### config.mk
export PLATFORM = sky130hd
export DESIGN_NAME = state_machine
export DESIGN_NICKNAME = d
export VERILOG_FILES = /design/src/rtl/state_machine.sv
export SDC_FILE = /design/constraint.sdc
export NUM_CORES = 1
export LEC_CHECK = 0
export ABC_CLOCK_PERIOD_IN_PS = 4200
export CORE_AREA = 2 2 55 57
export CTS_BUF_LIST = sky130_fd_sc_hd__clkbuf_4 sky130_fd_sc_hd__clkbuf_8
export DETAILED_ROUTE_END_ITERATION = 10
export DIE_AREA = 0 0 57 59
export HOLD_SLACK_MARGIN = 0.05
export PLACE_DENSITY = 0.86
export SLEW_MARGIN = 20
export SYNTH_ARGS = -nofsm -noshare
export SYNTH_HDL_FRONTEND = slang
export SYNTH_SLANG_ARGS = --single-unit
### constraint.sdc
create_clock -name clk -period 4.2 [get_ports clk]
set_clock_uncertainty 0.2 [all_clocks]
set_input_delay 0.84 -clock clk [delete_from_list [all_inputs] [get_ports clk]]
set_output_delay 0.84 -clock clk [all_outputs]
set_load 0.01 [all_outputs]
### src/rtl/state_machine.sv
// Moore control FSM sequencing fetch, decode and execute of one instruction into CS_BITS.
// Define SM_MULTIPLY_EN to include the MUL_LD/MUL_LO/MUL_HI multiply path.
module state_machine (
    input  logic        clk,
    input  logic        rst,
    input  logic [3:0]  family_number,
    input  logic        COND,
    input  logic        L,
    input  logic        P,
    input  logic        A,
    input  logic        mem_ready,
    input  logic        IR_20,
    output logic [63:0] CS_BITS
);

    localparam int MARMUX2    = 32;
    localparam int MARMUX1    = 33;
    localparam int LD_MAR     = 34;
    localparam int LD_MWDR    = 35;
    localparam int LD_MRDR    = 36;
    localparam int LD_IR      = 37;
    localparam int IR_RD_MUX  = 42;
    localparam int GATE_MUL   = 44;
    localparam int MUL_HILO   = 45;
    localparam int LD_MUL     = 46;
    localparam int REG_GATE_C = 47;
    localparam int REG_GATE_B = 48;
    localparam int DATA_MUX   = 49;
    localparam int PC_MUX     = 50;
    localparam int RD_MUX     = 51;
    localparam int LATCH_REG  = 52;

    // Encodings are fixed so the non-multiply build leaves 6..8 as illegal codes.
    typedef enum logic [4:0] {
        IDLE       = 5'd0,
        FETCH_ADDR = 5'd1,
        FETCH_WAIT = 5'd2,
        PC_INC     = 5'd3,
        DECODE     = 5'd4,
        DP_EXEC    = 5'd5,
`ifdef SM_MULTIPLY_EN
        MUL_LD     = 5'd6,
        MUL_LO     = 5'd7,
        MUL_HI     = 5'd8,
`endif
        LS_ADDR    = 5'd9,
        LD_WAIT    = 5'd10,
        LD_WB      = 5'd11,
        ST_DATA    = 5'd12,
        ST_WAIT    = 5'd13,
        LS_BASE_WB = 5'd14,
        BR_LINK    = 5'd15,
        BR_PC      = 5'd16
    } state_e;

    state_e state_q, state_d;

`ifdef SM_MULTIPLY_EN
    logic unused_ir_20;
    assign unused_ir_20 = IR_20;
`else
    logic unused_inputs;
    assign unused_inputs = IR_20 ^ A;
`endif

    // NOTE: state registers use non-blocking assignments so every flop samples pre-edge values.
    always_ff @(posedge clk or posedge rst) begin
        if (rst) begin
            state_q <= IDLE;
        end else begin
            state_q <= state_d;
        end
    end

    // NOTE: state_d gets a default before the case so no path can infer a latch.
    always_comb begin
        state_d = IDLE;
        case (state_q)
            IDLE:       state_d = FETCH_ADDR;
            FETCH_ADDR: state_d = FETCH_WAIT;
            FETCH_WAIT: state_d = mem_ready ? PC_INC : FETCH_WAIT;
            PC_INC:     state_d = DECODE;
            DECODE: begin
                state_d = FETCH_ADDR;
                if (COND) begin
                    case (family_number)
                        4'd0, 4'd1, 4'd2:        state_d = DP_EXEC;
`ifdef SM_MULTIPLY_EN
                        4'd3:                    state_d = MUL_LD;
`endif
                        4'd8, 4'd9, 4'd10, 4'd11: state_d = LS_ADDR;
                        4'd14:                   state_d = P ? BR_LINK : BR_PC;
                        default:                 state_d = FETCH_ADDR;
                    endcase
                end
            end
            DP_EXEC:    state_d = FETCH_ADDR;
`ifdef SM_MULTIPLY_EN
            MUL_LD:     state_d = MUL_LO;
            MUL_LO:     state_d = A ? MUL_HI : FETCH_ADDR;
            MUL_HI:     state_d = FETCH_ADDR;
`endif
            LS_ADDR:    state_d = L ? LD_WAIT : ST_DATA;
            LD_WAIT:    state_d = mem_ready ? LD_WB : LD_WAIT;
            LD_WB:      state_d = P ? FETCH_ADDR : LS_BASE_WB;
            ST_DATA:    state_d = ST_WAIT;
            ST_WAIT: begin
                state_d = ST_WAIT;
                if (mem_ready) begin
                    state_d = P ? FETCH_ADDR : LS_BASE_WB;
                end
            end
            LS_BASE_WB: state_d = FETCH_ADDR;
            BR_LINK:    state_d = BR_PC;
            BR_PC:      state_d = FETCH_ADDR;
            default:    state_d = IDLE;
        endcase
    end

    // Control word decodes from the registered state only.
    always_comb begin
        CS_BITS = '0;
        case (state_q)
            FETCH_ADDR: begin
                CS_BITS[LD_MAR]  = 1'b1;
                CS_BITS[MARMUX1] = 1'b1;
            end
            FETCH_WAIT: CS_BITS[LD_IR] = 1'b1;
            PC_INC: begin
                CS_BITS[LATCH_REG] = 1'b1;
                CS_BITS[PC_MUX]    = 1'b1;
            end
            DP_EXEC: begin
                CS_BITS[REG_GATE_B] = 1'b1;
                CS_BITS[REG_GATE_C] = 1'b1;
                CS_BITS[RD_MUX]     = 1'b1;
                CS_BITS[LATCH_REG]  = 1'b1;
            end
`ifdef SM_MULTIPLY_EN
            MUL_LD: begin
                CS_BITS[REG_GATE_B] = 1'b1;
                CS_BITS[REG_GATE_C] = 1'b1;
                CS_BITS[LD_MUL]     = 1'b1;
            end
            MUL_LO: begin
                CS_BITS[GATE_MUL]  = 1'b1;
                CS_BITS[RD_MUX]    = 1'b1;
                CS_BITS[LATCH_REG] = 1'b1;
            end
            MUL_HI: begin
                CS_BITS[MUL_HILO]  = 1'b1;
                CS_BITS[GATE_MUL]  = 1'b1;
                CS_BITS[IR_RD_MUX] = 1'b1;
                CS_BITS[LATCH_REG] = 1'b1;
            end
`endif
            LS_ADDR: begin
                CS_BITS[REG_GATE_B] = 1'b1;
                CS_BITS[LD_MAR]     = 1'b1;
                CS_BITS[MARMUX2]    = 1'b1;
            end
            LD_WAIT: CS_BITS[LD_MRDR] = 1'b1;
            LD_WB: begin
                CS_BITS[DATA_MUX]  = 1'b1;
                CS_BITS[LATCH_REG] = 1'b1;
            end
            ST_DATA: begin
                CS_BITS[REG_GATE_B] = 1'b1;
                CS_BITS[LD_MWDR]    = 1'b1;
            end
            LS_BASE_WB: begin
                CS_BITS[RD_MUX]    = 1'b1;
                CS_BITS[LATCH_REG] = 1'b1;
            end
            BR_LINK: begin
                CS_BITS[IR_RD_MUX] = 1'b1;
                CS_BITS[LATCH_REG] = 1'b1;
            end
            BR_PC: begin
                CS_BITS[PC_MUX] = 1'b1;
                CS_BITS[RD_MUX] = 1'b1;
            end
            default: CS_BITS = '0;
        endcase
    end

endmodule

======== Word level (Yosys, flattened, before mapping) ========
Cells that the tools add are included.
operators by class
  equality and inequality tests ........... 20
  muxes and demuxes ....................... 22
  reductions and logical operators ........ 10
operator list
  cell                                                                   number
  5-bit case mux with 11 select lines                                    1
  5-bit by 4-bit equality test with 1-bit output, second input constant  7
  4-bit equality test, second input constant                             5
  1-bit 2-to-1 mux                                                       15
  5-bit case mux with 3 select lines                                     1
  5-bit by 2-bit equality test with 1-bit output, second input constant  2
  5-bit by 3-bit equality test with 1-bit output, second input constant  2
  5-bit 2-to-1 mux                                                       2
  3-bit OR reduction                                                     3
  4-bit 2-to-1 mux                                                       2
  4-bit OR reduction                                                     2
  5-bit by 1-bit equality test with 1-bit output, second input constant  1
  5-bit equality test, second input constant                             1
  5-bit zero test                                                        1
  5-bit OR reduction                                                     1
  4-bit by 1-bit equality test with 1-bit output, second input constant  1
  4-bit by 2-bit equality test with 1-bit output, second input constant  1
  4-bit zero test                                                        1
  2-bit OR reduction                                                     2
  3-bit 2-to-1 mux                                                       1
storage, ports and cells
  bits in registers ....................... 5
  output and inout bits ................... 64
  logic and storage cells ................. 53

======== Longest topological paths before layout ========
Gate-level depths: netlist of the first run.
  depth in word-level cells ............... 5
  mapped depth ............................ 6
  mapped depth without buffers ............ 4

======== Worst setup path after synthesis of the first run ========
Ideal clock, no wire load.
  path type ............................... reg2out
  start point ............................. register state_q[3]
  end point ............................... output CS_BITS[48]
  data arrival time ....................... 1374 ps
  slack ................................... 1786 ps
  cell stages (with the launch flop) ...... 5
  path buffers ............................ 2
  path through ............................ dfrtp_1 -> buf_4 -> buf_2 -> a21oi_1 -> a2111oi_0
on the way
  cells in the longest elaborated chain, start to end .. 3
RTL lines
  item                                                                                                                     line  text
  from (decl)                                                                                                              56    state_e state_q, state_d;
  from (signal assigned)                                                                                                   71    state_q <= state_d;
  5-bit by 4-bit equality test with 1-bit output / 5-bit by 3-bit equality test with 1-bit output (equally long branches)  123   case (state_q)
  3-bit OR reduction (no line) *                                                                                           -
  1-bit 2-to-1 mux *                                                                                                       123
  to (decl)                                                                                                                13    output logic [63:0] CS_BITS
Mark *: on every way between the ends. The rest lies on a longest branch, timed or not.

======== Worst setup path after layout of the first run ========
  start point ............................. register state_q[3]
  end point ............................... output CS_BITS[51]
on the way
  cells in the longest elaborated chain, start to end .. 3
RTL lines
  item                                         line
  5-bit equality test (tied with other cells)  123
  3-bit OR reduction (no line) *               -
  1-bit 2-to-1 mux *                           123
Marked as above.

==> results of run 1 <==
-- stage by stage --
| step | setup slack, ns | cell area (um2) | total power [mW] |
|---|---|---|---|
| 5_1_grt | 0.735 | 1050 | 0.610 |
| 3_3_place_gp | 1.20 | 1020 | 0.492 |
| 3_5_place_dp | 1.16 | 1020 | 0.498 |
| 4_1_cts | 0.902 | 1050 | 0.560 |
| 2_1_floorplan | 1.79 | 1190 | 0.432 |
| 6_report | 0.887 | 1050 | 0.564 |
-- synth_stat cells, types with 2 or more instances --
library cell,count
o21ai_0,3
dfrtp_1,5
nor4_1,3
inv_1,3
nor3_1,6
nand2b_1,2
a31oi_1,4
nor2_1,7
nor3b_2,2
and2_1,2
a21oi_1,7
o21a_1,2
buf_4,54
nand2_1,5
o21bai_1,2
nor2b_1,5
buf_2,5
-- layer usage --
metal | wire, um | GRT usage | part of all wire
met1 | 733 | 0.130 | 0.39
met2 | 948 | 0.182 | 0.51
met3 | 174 | 0.0153 | 0.093
met4 | 10 | 0.0299 | 0.0054
met5 | 0 | 0 | 0
-- power breakdown --
part           internal, mW  switching [mW]  total (mW)
Sequential           0.0664          0.0978       0.164
Combinational         0.179           0.160       0.339
Clock                0.0423          0.0182      0.0605
-- cells in the final DEF (no fill, tap or decap), drive strengths merged --
cell | netlist | layout
o21a | 2 | 2
nand2b | 2 | 2
nor2 | 7 | 7
o311ai | 1 | 1
nor4 | 3 | 3
nor2b | 5 | 5
and3 | 1 | 1
o211ai | 1 | 1
conb | 1 | 51
a221o | 2 | 2
o21ai | 3 | 3
and4b | 1 | 1
or3 | 1 | 1
inv | 3 | 3
nand3 | 1 | 1
a31oi | 4 | 4
xor2 | 1 | 1
and2 | 2 | 2
a211o | 1 | 1
xnor2 | 1 | 1
o2111ai | 1 | 1
a2111oi | 1 | 1
nand2 | 5 | 5
nand3b | 1 | 1
or3b | 1 | 1
clkbuf | 1 | 4
nand4 | 1 | 1
nor3b | 3 | 3
o21bai | 2 | 2
nor4bb | 1 | 1
dfrtp | 5 | 5
nor3 | 6 | 6
clkdlybuf4s50 | 0 | 22
a21oi | 7 | 7
-- cell families (layout without fill, tap and decap cells) --
family                 after synthesis  count (layout)
XOR/XNOR                             2               2
other                                1              51
AND/OR/NAND/NOR                     41              41
AO/OA/AOI/OAI                       25              25
buffers and inverters               63              29
flip-flops                           5               5
-- final cells by class --
type,instances,area (um2),share of cell area
clock buffer,4,30.0,0.0286
timing repair buffer,22,220,0.210
tap,31,38.8,0.0369
multi-input combinational,119,624,0.595
sequential,5,125,0.119
inverter,3,11.3,0.0107
-- worst paths after layout --
| check | cells after the start | startpoint | endpoint | slack (ns) |
|---|---|---|---|---|
| min | 2 | rst | state_q[3]$_DFF_PP0_ | 0.59 |
| max in group asynchronous | 2 | rst | state_q[1]$_DFF_PP0_ | 3.05 |
| min in group clk | 2 | state_q[4]$_DFF_PP0_ | state_q[2]$_DFF_PP0_ | 0.66 |
| min reg2reg | 2 | state_q[4]$_DFF_PP0_ | state_q[2]$_DFF_PP0_ | 0.66 |
| max reg2reg | 4 | state_q[0]$_DFF_PP0_ | state_q[2]$_DFF_PP0_ | 2.20 |
| max | 5 | state_q[3]$_DFF_PP0_ | CS_BITS[51] | 0.89 |
==> flow_summary.yaml, run 1 <==
grt:
  grt_pass1_wl_um: 2800
  grt_overflow_total: 0
  grt_util_all_layers: 0.103
  grt_pass1_vias: 625
  antenna_found_initial: 0
  grt_max_degree: 21
power:
  leakage_nw: 0.465
  cellPowerDensity_nw_per_um2: 537
  ir_drop_mv: 0.278
worst_setup_path:
  critPathRequiredTime_ns: 3.16
  worstSetupPathType: "reg -> out"
  path_cells: "nor2b_1, and2_1, a21oi_1, o21bai_1, clkdlybuf4s50_1"
  crit_arrival_ns: 2.27
  endpoint_kind: "output pin"
  critPathSlowestCell: "dfrtp_1"
  startpoint_type: "register"
  cp_max_fo: 18
  path_delay_family: "flip-flops"
  cp_num_buf_inv: 1
  cpPeakStageDelay_ns: 0.71
timing:
  fin_setup_tns_ns: 0
  worst_pin_slew_ns: 0.618
  period_minus_slack_ns: 3.31
  slew_headroom: 0.588
  max_freq_mhz: 302
  finalHoldViolations: 0
  finalSetupViolations: 0
  finalCritPeriodShare: 0.789
  drv_slew: 0
  hold_ws_ns: 0.589
  rsz0062_at_grt: "false"
min_path:
  hold_path_class: "in -> async"
clock_network:
  cts.htree.levels: 1
  ctsHoldBuffers: 0
  clk-insertion-delay-late_ns: 0.24
  clk_path_buf_depth: 2
  cts_tree: "built"
  postCtsSetupBuffers: 0
  cts.repair.resized: 0
  cts-root-buf: "clkbuf_4"
  clk_pin_slew_worst_paths_ns: 0.04
  cts_buffers: 3
  cts_sinks: 5
final_layout:
  fillCellCount: 293
  syn2layout_area_growth_pct: 4.22
  top_register: "state_q"
  finalNonFillerCells: 184
  largest_reg_flops: 5
  diodes: 0
  utilization: 0.387
  top_regs: "state_q x5"
  drive_gt1_frac: 0.0523
  nets: 166
synthesis:
  synth-seq-cells: 5
  syn_inst: 137
  synth_area_per_cell_um2: 7.35
  synthMuxAreaShare: 0
  synth_area_leaders: "buf_4, dfrtp_1, a21oi_1"
  synth-simple-area-share: 0.245
  yosys.area.top_type: "buf_4"
  synth_flop_cell: "dfrtp_1"
  synth_compound_area_frac: 0.168
  synth.cell_area_um2: 1010
  yosysSeqAreaShare: 0.124
  async_reset_ff_frac: 1.00
  synth-xor-area-share: 0.0174
  synth_top_family_by_area: "buffers and inverters"
  synth_edf_count: 0
  synth_fa_ha_area_frac: 0
  synth_top_cell_area_share: 0.402
  yosysWarningCount: 0
  synth.distinct_cells: 37
floorplan:
  fp.dieArea_um2: 3360
  rows: 19
  core_area_um2: 2710
  start_util: 0.372
  die_y_um: 59
  fp.dieW_um: 57
  io_pins: 76
detailed_routing:
  drc: 0
  drt_pass1_iterations: 4
  first_iter_violations: 11
  vias_per_cell: 4.52
  antenna_left: 0
  wl_um: 1870
  wl_per_cell_um: 10.1
  vias: 831
place:
  hpwlAfterDp_um: 1420
  port_buffers: 22
  placed_cells: 180
  gp_congestion: 0.942
outcome:
  status: "finished clean"
run:
  max_cap_viol_count: 0
Power figures use the tool's default switching activity.
==> inputs of run 2 (changes only) <==
==> config.mk (replaced) <==
export PLATFORM = sky130hd
export DESIGN_NAME = state_machine
export DESIGN_NICKNAME = d
export VERILOG_FILES = /design/src/rtl/state_machine.sv
export SDC_FILE = /design/constraint.sdc
export NUM_CORES = 1
export LEC_CHECK = 0
export ABC_CLOCK_PERIOD_IN_PS = 3120
export CORE_AREA = 2 2 57 59
export CTS_BUF_LIST = sky130_fd_sc_hd__clkbuf_4 sky130_fd_sc_hd__clkbuf_8
export DETAILED_ROUTE_END_ITERATION = 10
export DIE_AREA = 0 0 59 61
export HOLD_SLACK_MARGIN = 0.05
export PLACE_DENSITY = 0.81
export SLEW_MARGIN = 20
export SYNTH_ARGS = -nofsm -noshare
export SYNTH_HDL_FRONTEND = slang
export SYNTH_SLANG_ARGS = --single-unit
==> constraint.sdc (replaced) <==
create_clock -name clk -period 3.12 [get_ports clk]
set_clock_uncertainty 0.2 [all_clocks]
set_input_delay 0.624 -clock clk [delete_from_list [all_inputs] [get_ports clk]]
set_output_delay 0.624 -clock clk [all_outputs]
set_load 0.01 [all_outputs]
==> run 2 against run 1 <==
Sequential power shrank 4%. Global-route usage grew 0.88 points. Non-clock buffer count grew 4. Utilization shrank 2.0 points. Count of clock-buffer cells in the layout is the same. Critical endpoint unchanged. Largest cell class unchanged. Highest routed layer unchanged.
==> flow_summary.yaml, run 2 (synthesized netlist as in run 1, its figures left out) <==
clock_network:
  clk-insertion-delay-late_ns: 0.24
  postCtsSetupBuffers: 0
  cts_buffers: 3
  clk_path_buf_depth: 2
  cts_tree: "built"
  cts_sinks: 5
  clk_pin_slew_worst_paths_ns: 0.05
  cts.htree.levels: 1
  cts-root-buf: "clkbuf_4"
power:
  ir_drop_mv: 0.162
  cellPowerDensity_nw_per_um2: 737
  leakage_nw: 0.485
timing:
  layout_setup_ws_ns: 0.168
  rsz0062_at_grt: "false"
  finalSetupViolations: 0
  max_freq_mhz: 339
  fin_setup_tns_ns: 0
  finalCritPeriodShare: 0.946
  drv_slew: 0
  finalHoldViolations: 0
  period_minus_slack_ns: 2.95
final_layout:
  syn2layout_area_growth_pct: 7.58
  multiInputGateArea_um2: 626
  final_common_cell: "conb_1"
  top_register: "state_q"
  top_regs: "state_q x5"
  final_cell_mix: "conb_1, clkdlybuf4s50_1, nor2_1, a21oi_1, nor3_1"
  nets: 170
  seq_area_um2: 125
  largest_reg_flops: 5
  drive_gt1_frac: 0.0764
  fillCellCount: 325
  diodes: 0
worst_setup_path:
  crit_arrival_ns: 2.13
  cp_max_fo: 10
  startpoint_type: "register"
  path_cells: "buf_4, nor3b_2, nor2b_1, o21bai_1, clkdlybuf4s50_1"
  cpPeakStageDelay_ns: 0.55
  critPathSlowestCell: "clkdlybuf4s50_1"
  worstSetupPathType: "reg -> out"
  endpoint_kind: "output pin"
  critPathRequiredTime_ns: 2.30
detailed_routing:
  drt_pass1_iterations: 5
  vias: 824
  first_iter_violations: 10
  wl_per_cell_um: 9.96
  wl_um: 1890
  vias_per_cell: 4.34
  antenna_left: 0
  drc: 0
floorplan:
  start_util: 0.341
  core_area_um2: 2950
  fp.dieW_um: 59
  rows: 20
  die_y_um: 61
  fp.dieArea_um2: 3600
  io_pins: 76
place:
  port_buffers: 22
  hpwlAfterDp_um: 1530
  place_ws_ns: 0.412
  gp_congestion: 0.891
grt:
  grt_pass1_wl_um: 3020
  grt_pass1_vias: 691
  antenna_found_initial: 0
  grt_max_degree: 16
  grt_overflow_total: 0
  grt_util_all_layers: 0.112
outcome:
  status: "finished clean"
run:
  max_cap_viol_count: 0
min_path:
  hold_path_class: "in -> async"
[run 2: changes by cell type in the layout (fill, tap and decap cells not counted), sizes merged]
cell,before,now
buf,0,4
[run 2: worst max-delay path, delay by kind of cell, from the launching register on]
family,cells,cell delay [ns]
AOI/OAI and AO/OA,1,0.12
DFF,1,0.48
and+or+nand+nor,2,0.51
buffers and inverters,2,0.77
[run 2: path summary, 6_finish.rpt]
| path | depth (start not counted) | slack (ns) | startpoint | end |
|---|---|---|---|---|
| max | 5 | 0.17 | state_q[3]$_DFF_PP0_ | CS_BITS[51] |
| min | 2 | 0.37 | rst | state_q[2]$_DFF_PP0_ |
| max reg2reg | 5 | 1.26 | state_q[3]$_DFF_PP0_ | state_q[3]$_DFF_PP0_ |
| min reg2reg | 3 | 0.57 | state_q[1]$_DFF_PP0_ | state_q[0]$_DFF_PP0_ |
| max in group asynchronous | 2 | 2.19 | rst | state_q[4]$_DFF_PP0_ |
| min in group clk | 3 | 0.57 | state_q[1]$_DFF_PP0_ | state_q[0]$_DFF_PP0_ |
[run 2: power by group]
group	total [mW]	internal (mW)	switching, mW	leakage (nW)
Clock	0.0831	0.0570	0.0261	0.0184
Sequential	0.158	0.0911	0.0667	0.0632
Combinational	0.558	0.272	0.286	0.404
Total	0.799	0.420	0.379	0.485
[run 2: layer usage]
metal	track usage	vias up	share of wire
li1	-	412	-
met1	0.132	371	0.41
met2	0.194	39	0.51
met3	0.0128	2	0.063
met4	0.0682	0	0.014
met5	0	-	0
[run 2: what timing repair did]
| item | CTS | global route |
|---|---|---|
| resized for setup | 0 | 1 |
| endpoints found under the setup margin | 0 | 1 |
| hold buffers | 0 | 0 |
[run 2: cell type report]
| type | count | share of cell area |
|---|---|---|
| Tap cell | 33 | 0.0381 |
| Timing Repair Buffer | 26 | 0.231 |
| Sequential cell | 5 | 0.115 |
| Inverter | 3 | 0.0104 |
| Multi-Input combinational cell | 119 | 0.577 |
| Clock buffer | 4 | 0.0277 |
[run 2: through the flow]
stage	cells	instance area [um2]	utilization	total power [mW]	hold WS, ns
final	190	1080	0.367	0.799	0.372
after global routing	190	1080	0.367	0.886	0.385
after floorplan	187	1190	-	0.581	0.203
after CTS	190	1080	0.367	0.795	0.377
after detailed placement	186	1050	0.356	0.709	0.545
after global placement	186	1050	0.356	0.698	0.527
==> RTL edit 1, RTL diff (settings of run 2) <==
Build with the macro `SM_MULTIPLY_EN` defined.
--- a/src/rtl/state_machine.sv
+++ b/src/rtl/state_machine.sv
@@ -1,4 +1,6 @@
 // Moore control FSM sequencing fetch, decode and execute of one instruction into CS_BITS.
 // Define SM_MULTIPLY_EN to include the MUL_LD/MUL_LO/MUL_HI multiply path.
+`define SM_MULTIPLY_EN
+
 module state_machine (
     input  logic        clk,
Formal check against the unedited RTL: not equivalent (a bounded check fails within 10 cycles, from zero or initial values and one cycle with rst high).
==> RTL edit 1 against run 2 <==
Global-route usage down 0.36 points. Worst setup slack better by 62 ps. Area after synthesis is 12% higher. Cell area grew 14%. Clock power shrank 3.6%. Sequential power fell by 15%. Total power grew 5.5%. Wire length increased by 13%. Via count rose by 17%. Final cell count up 12%. Sequential cell count unchanged.
==> RTL edit 1: results (changes against run 2) <==
status: completed
met2 Usage GRT: 16.7% (-2.7 points)
first-pass GRT wire length: 2970 µm (-1.6%)
post-synth cell types: 38 (+2.7%)
Post-Synthesis Cells: 156 (+14%)
Synth Area in Compound Gates: 16.7% (-0.066 points)
share of cells above drive strength 1: 5.59% (-2.1 points)
Finished Core Util: 41.9% (+5.2 points)
# clk buffers: 4 (unchanged)
met2 WL: 986 µm (+1.3%)
NonClk Buf Share: 24.1% (+0.97 points)
RePlAce Congestion: 0.901 (+1.2%)
top cell family by delay on the critical path: buffers and inverters
xor-xnor portion of the synthesized cell area: 3.79% (+2.0 points)
sequential area share after synthesis: 11.1% (-1.3 points)
Synth area leaders: buf_4 (32%), dfrtp_1 (11%), nor3_1 (4.5%)
sequential cells: 5 (unchanged)
I/O Buffers: 26 (+18%)
Main synth FF type: dfrtp_1
Clock H-tree levels: 1 (unchanged)
met3 WL: 174 µm (+45%)
Filler cells: 324 (-0.31%)
clock network area share: 2.43% (-0.34 points)
multi-input gates: 136 (+14%)
Worst EP arrival: 2070 ps (-60 ps)
GRT Overall Usage: 10.8% (-0.36 points)
multiplexer area fraction after synthesis: 0.891% (+0.89 points)
fraction of area in multi-input gates: 59.2% (+1.4 points)
fin nets: 192 (+13%)
total wire length: 2140 µm (+13%)
largest net degree at the start of global routing: 22 (+6)
First DRT Iteration DRCs: 21 (+11)
non-filler cells, final: 212 (+12%)
dpl hpwl: 1730 µm (+13%)
async set or reset register ratio after synthesis: 100% (unchanged)
CP max stage delay: 580 ps (+30 ps)
dpl cell area: 1210 µm² (+15%)
Place WS: 494 ps (+82.4 ps)
bufs w/o clock: 31 (+19%)
Crit Path Max Fanout: 13 (+3)
met1 global-route usage: 14.5% (+1.2 points)
VDD IR max: 0.198 mV (+22%)
GR met3 Demand/Resource: 1.71% (+0.43 points)
Crit-path slowest cell: clkdlybuf4s50_1
metal1 wirelength: 943 µm (+22%)
Non-clk invs: 3 (unchanged)
Leak: 0.546 nW (+13%)
Tap Cells: 33 (unchanged)
Synth top cells by count: buf_4 (48), nor3_1 (10), nor2_1 (9)
setup repair bufs after CTS: 0 (unchanged)
sequential share of cell area: 10.1% (-1.4 points)
DRT Pass-1 Iters: 4 (-1)
DR vias: 966 (+17%)
vias in the first global route: 673 (-2.6%)
[RTL edit 1: power by group]
| part | switching, mW | internal [mW] | total [mW] |
|---|---|---|---|
| Combinational | 0.322 | 0.306 | 0.628 |
| Sequential | 0.0477 | 0.0875 | 0.135 |
| Clock | 0.0233 | 0.0568 | 0.0801 |
| Total | 0.393 | 0.450 | 0.843 |
[RTL edit 1: final timing paths]
path / cells past startpoint / to / startpoint / slack (ps)
setup / recovery: 5 / CS_BITS[51] / state_q[0] / 230
hold / removal: 2 / state_q[3] / rst / 380
setup reg to reg: 4 / state_q[0] / state_q[4] / 1220
hold reg to reg: 2 / state_q[0] / state_q[0] / 640
max in group asynchronous: 2 / state_q[2] / rst / 2180
min in group clk: 2 / state_q[0] / state_q[0] / 640
[RTL edit 1: worst register-to-register path, cell delays in order, from the launching register on]
cell and delay [ps]:
dfrtp_1 650, and3b_1 250, a211oi_1 240, o22ai_1 110, or3_1 320
==> RTL edit 2, RTL diff (flow settings as in run 2) <==
Without the edit above. Reset style: synchronous (`rst`), changed in one clocked block.
--- a/src/rtl/state_machine.sv
+++ b/src/rtl/state_machine.sv
@@ -65,5 +65,5 @@
 
     // NOTE: state registers use non-blocking assignments so every flop samples pre-edge values.
-    always_ff @(posedge clk or posedge rst) begin
+    always_ff @(posedge clk) begin
         if (rst) begin
             state_q <= IDLE;
Formal check against the unedited RTL: differs if rst is asserted again (counterexample within 4 cycles, from zero or initial values and one cycle with rst high); with rst held inactive, the same outputs for 10 cycles.
==> RTL edit 2 against run 2 <==
Via count up 6.3%. Register-to-register slack improved by 70 ps. Wire length fell by 0.58%. Worst setup slack improved by 110 ps. Cell area decreased by 3.0%. Sequential cell count stayed put. Area after synthesis shrank 3.4%.
Power is not compared: it rests on default switching activity, and its combinational part moved more than twofold at a synthesized area within 25%.
==> RTL edit 2: results (changes against run 2) <==
vias in the first global route: 669 (-3.2%)
Adder-Cell Fraction of Synth Area: 0% (unchanged)
root buffer cell: clkbuf_4
met1 global-route usage: 13.6% (+0.37 points)
Main synth FF type: dfxtp_1
dpl hpwl: 1520 µm (-1.0%)
multiplexer area fraction after synthesis: 0% (unchanged)
Clk. pwr: 0.0826 mW
Ys Warns: 0 (unchanged)
xor-xnor portion of the synthesized cell area: 0.900% (-0.84 points)
first-pass GRT wire length: 2880 µm (-4.8%)
worst hold start: state_q[0]
DRT Pass-1 Iters: 4 (-1)
max layer used: met3
r2r startpoint: state_q[2]
largest net degree at the start of global routing: 18 (+2)
Synth area leaders: buf_4 (39%), dfxtp_1 (10%), nor2_1 (5.0%)
Synth top cells by count: buf_4 (51), nor2_1 (13), o21ai_0 (8)
non-filler cells, final: 196 (+3.2%)
CTS buffer count: 3 (unchanged)
vias per cell: 4.47 (+3.1%)
dpl cell area: 1020 µm² (-3.0%)
Yosys top cell area share: 39.3% (-0.92 points)
post-synth cell types: 35 (-5.4%)
Worst EP arrival: 2020 ps (-110 ps)
largest registers: state_q x5
met2 Usage GRT: 16.8% (-2.5 points)
Place WS: 502 ps (+90.5 ps)
Post-Synthesis Cells: 143 (+4.4%)
Min-Delay Path Class: flip-flop to flip-flop
status: completed
RePlAce Congestion: 0.843 (-5.3%)
share of cells above drive strength 1: 4.91% (-2.7 points)
async set or reset register ratio after synthesis: 0% (-100 points)
met3 WL: 222 µm (+85%)
fin nets: 176 (+3.5%)
metal1 wirelength: 775 µm (+0.65%)
Placed Cells: 192 (+3.2%)
First DRT Iteration DRCs: 18 (+8)
Clock H-tree levels: 1 (unchanged)
antenna violations before repair: 0 (unchanged)
GR met3 Demand/Resource: 4.05% (+2.8 points)
sequential area share after synthesis: 10.3% (-2.1 points)
met2 WL: 883 µm (-9.2%)
Synth Area in Compound Gates: 18.5% (+1.7 points)
crit path from: state_q[0]
Crit Path Max Fanout: 13 (+3)
total wire length: 1880 µm (-0.58%)
cts repair resizes: 0 (unchanged)
GRT Overall Usage: 10.6% (-0.57 points)
## RTL edit 2: cell count changes after synthesis, moves of 3 or more
cell / before / now
nor2_1: 7 / 13
dfrtp_1: 5 / 0
dfxtp_1: 0 / 5
nand3_1: 1 / 6
o21ai_0: 3 / 8
nor2b_1: 5 / 1
a211oi_1: 0 / 3
a21oi_1: 7 / 4
buf_4: 54 / 51
## RTL edit 2: layout make-up
type	count	area [µm²]
clock buffer	4	30.0
fill	331	1900
inverter	4	15.0
multi-input combinational	127	637
sequential	5	100
tap	33	41.3
timing repair buffer	23	228
## RTL edit 2: final timing paths
kind	to	slack (ps)	depth (start not counted)
min	state_q[2]	540	2
max reg2reg	state_q[0]	1330	4
max	CS_BITS[51]	280	5
min reg2reg	state_q[2]	540	2
## RTL edit 2: critical path: stages (launching register included)
cell             delay [ps]
dfxtp_1                 580
inv_1                   160
nor3_1                  260
o21ai_0                 120
o31ai_1                  80
clkdlybuf4s50_1         580
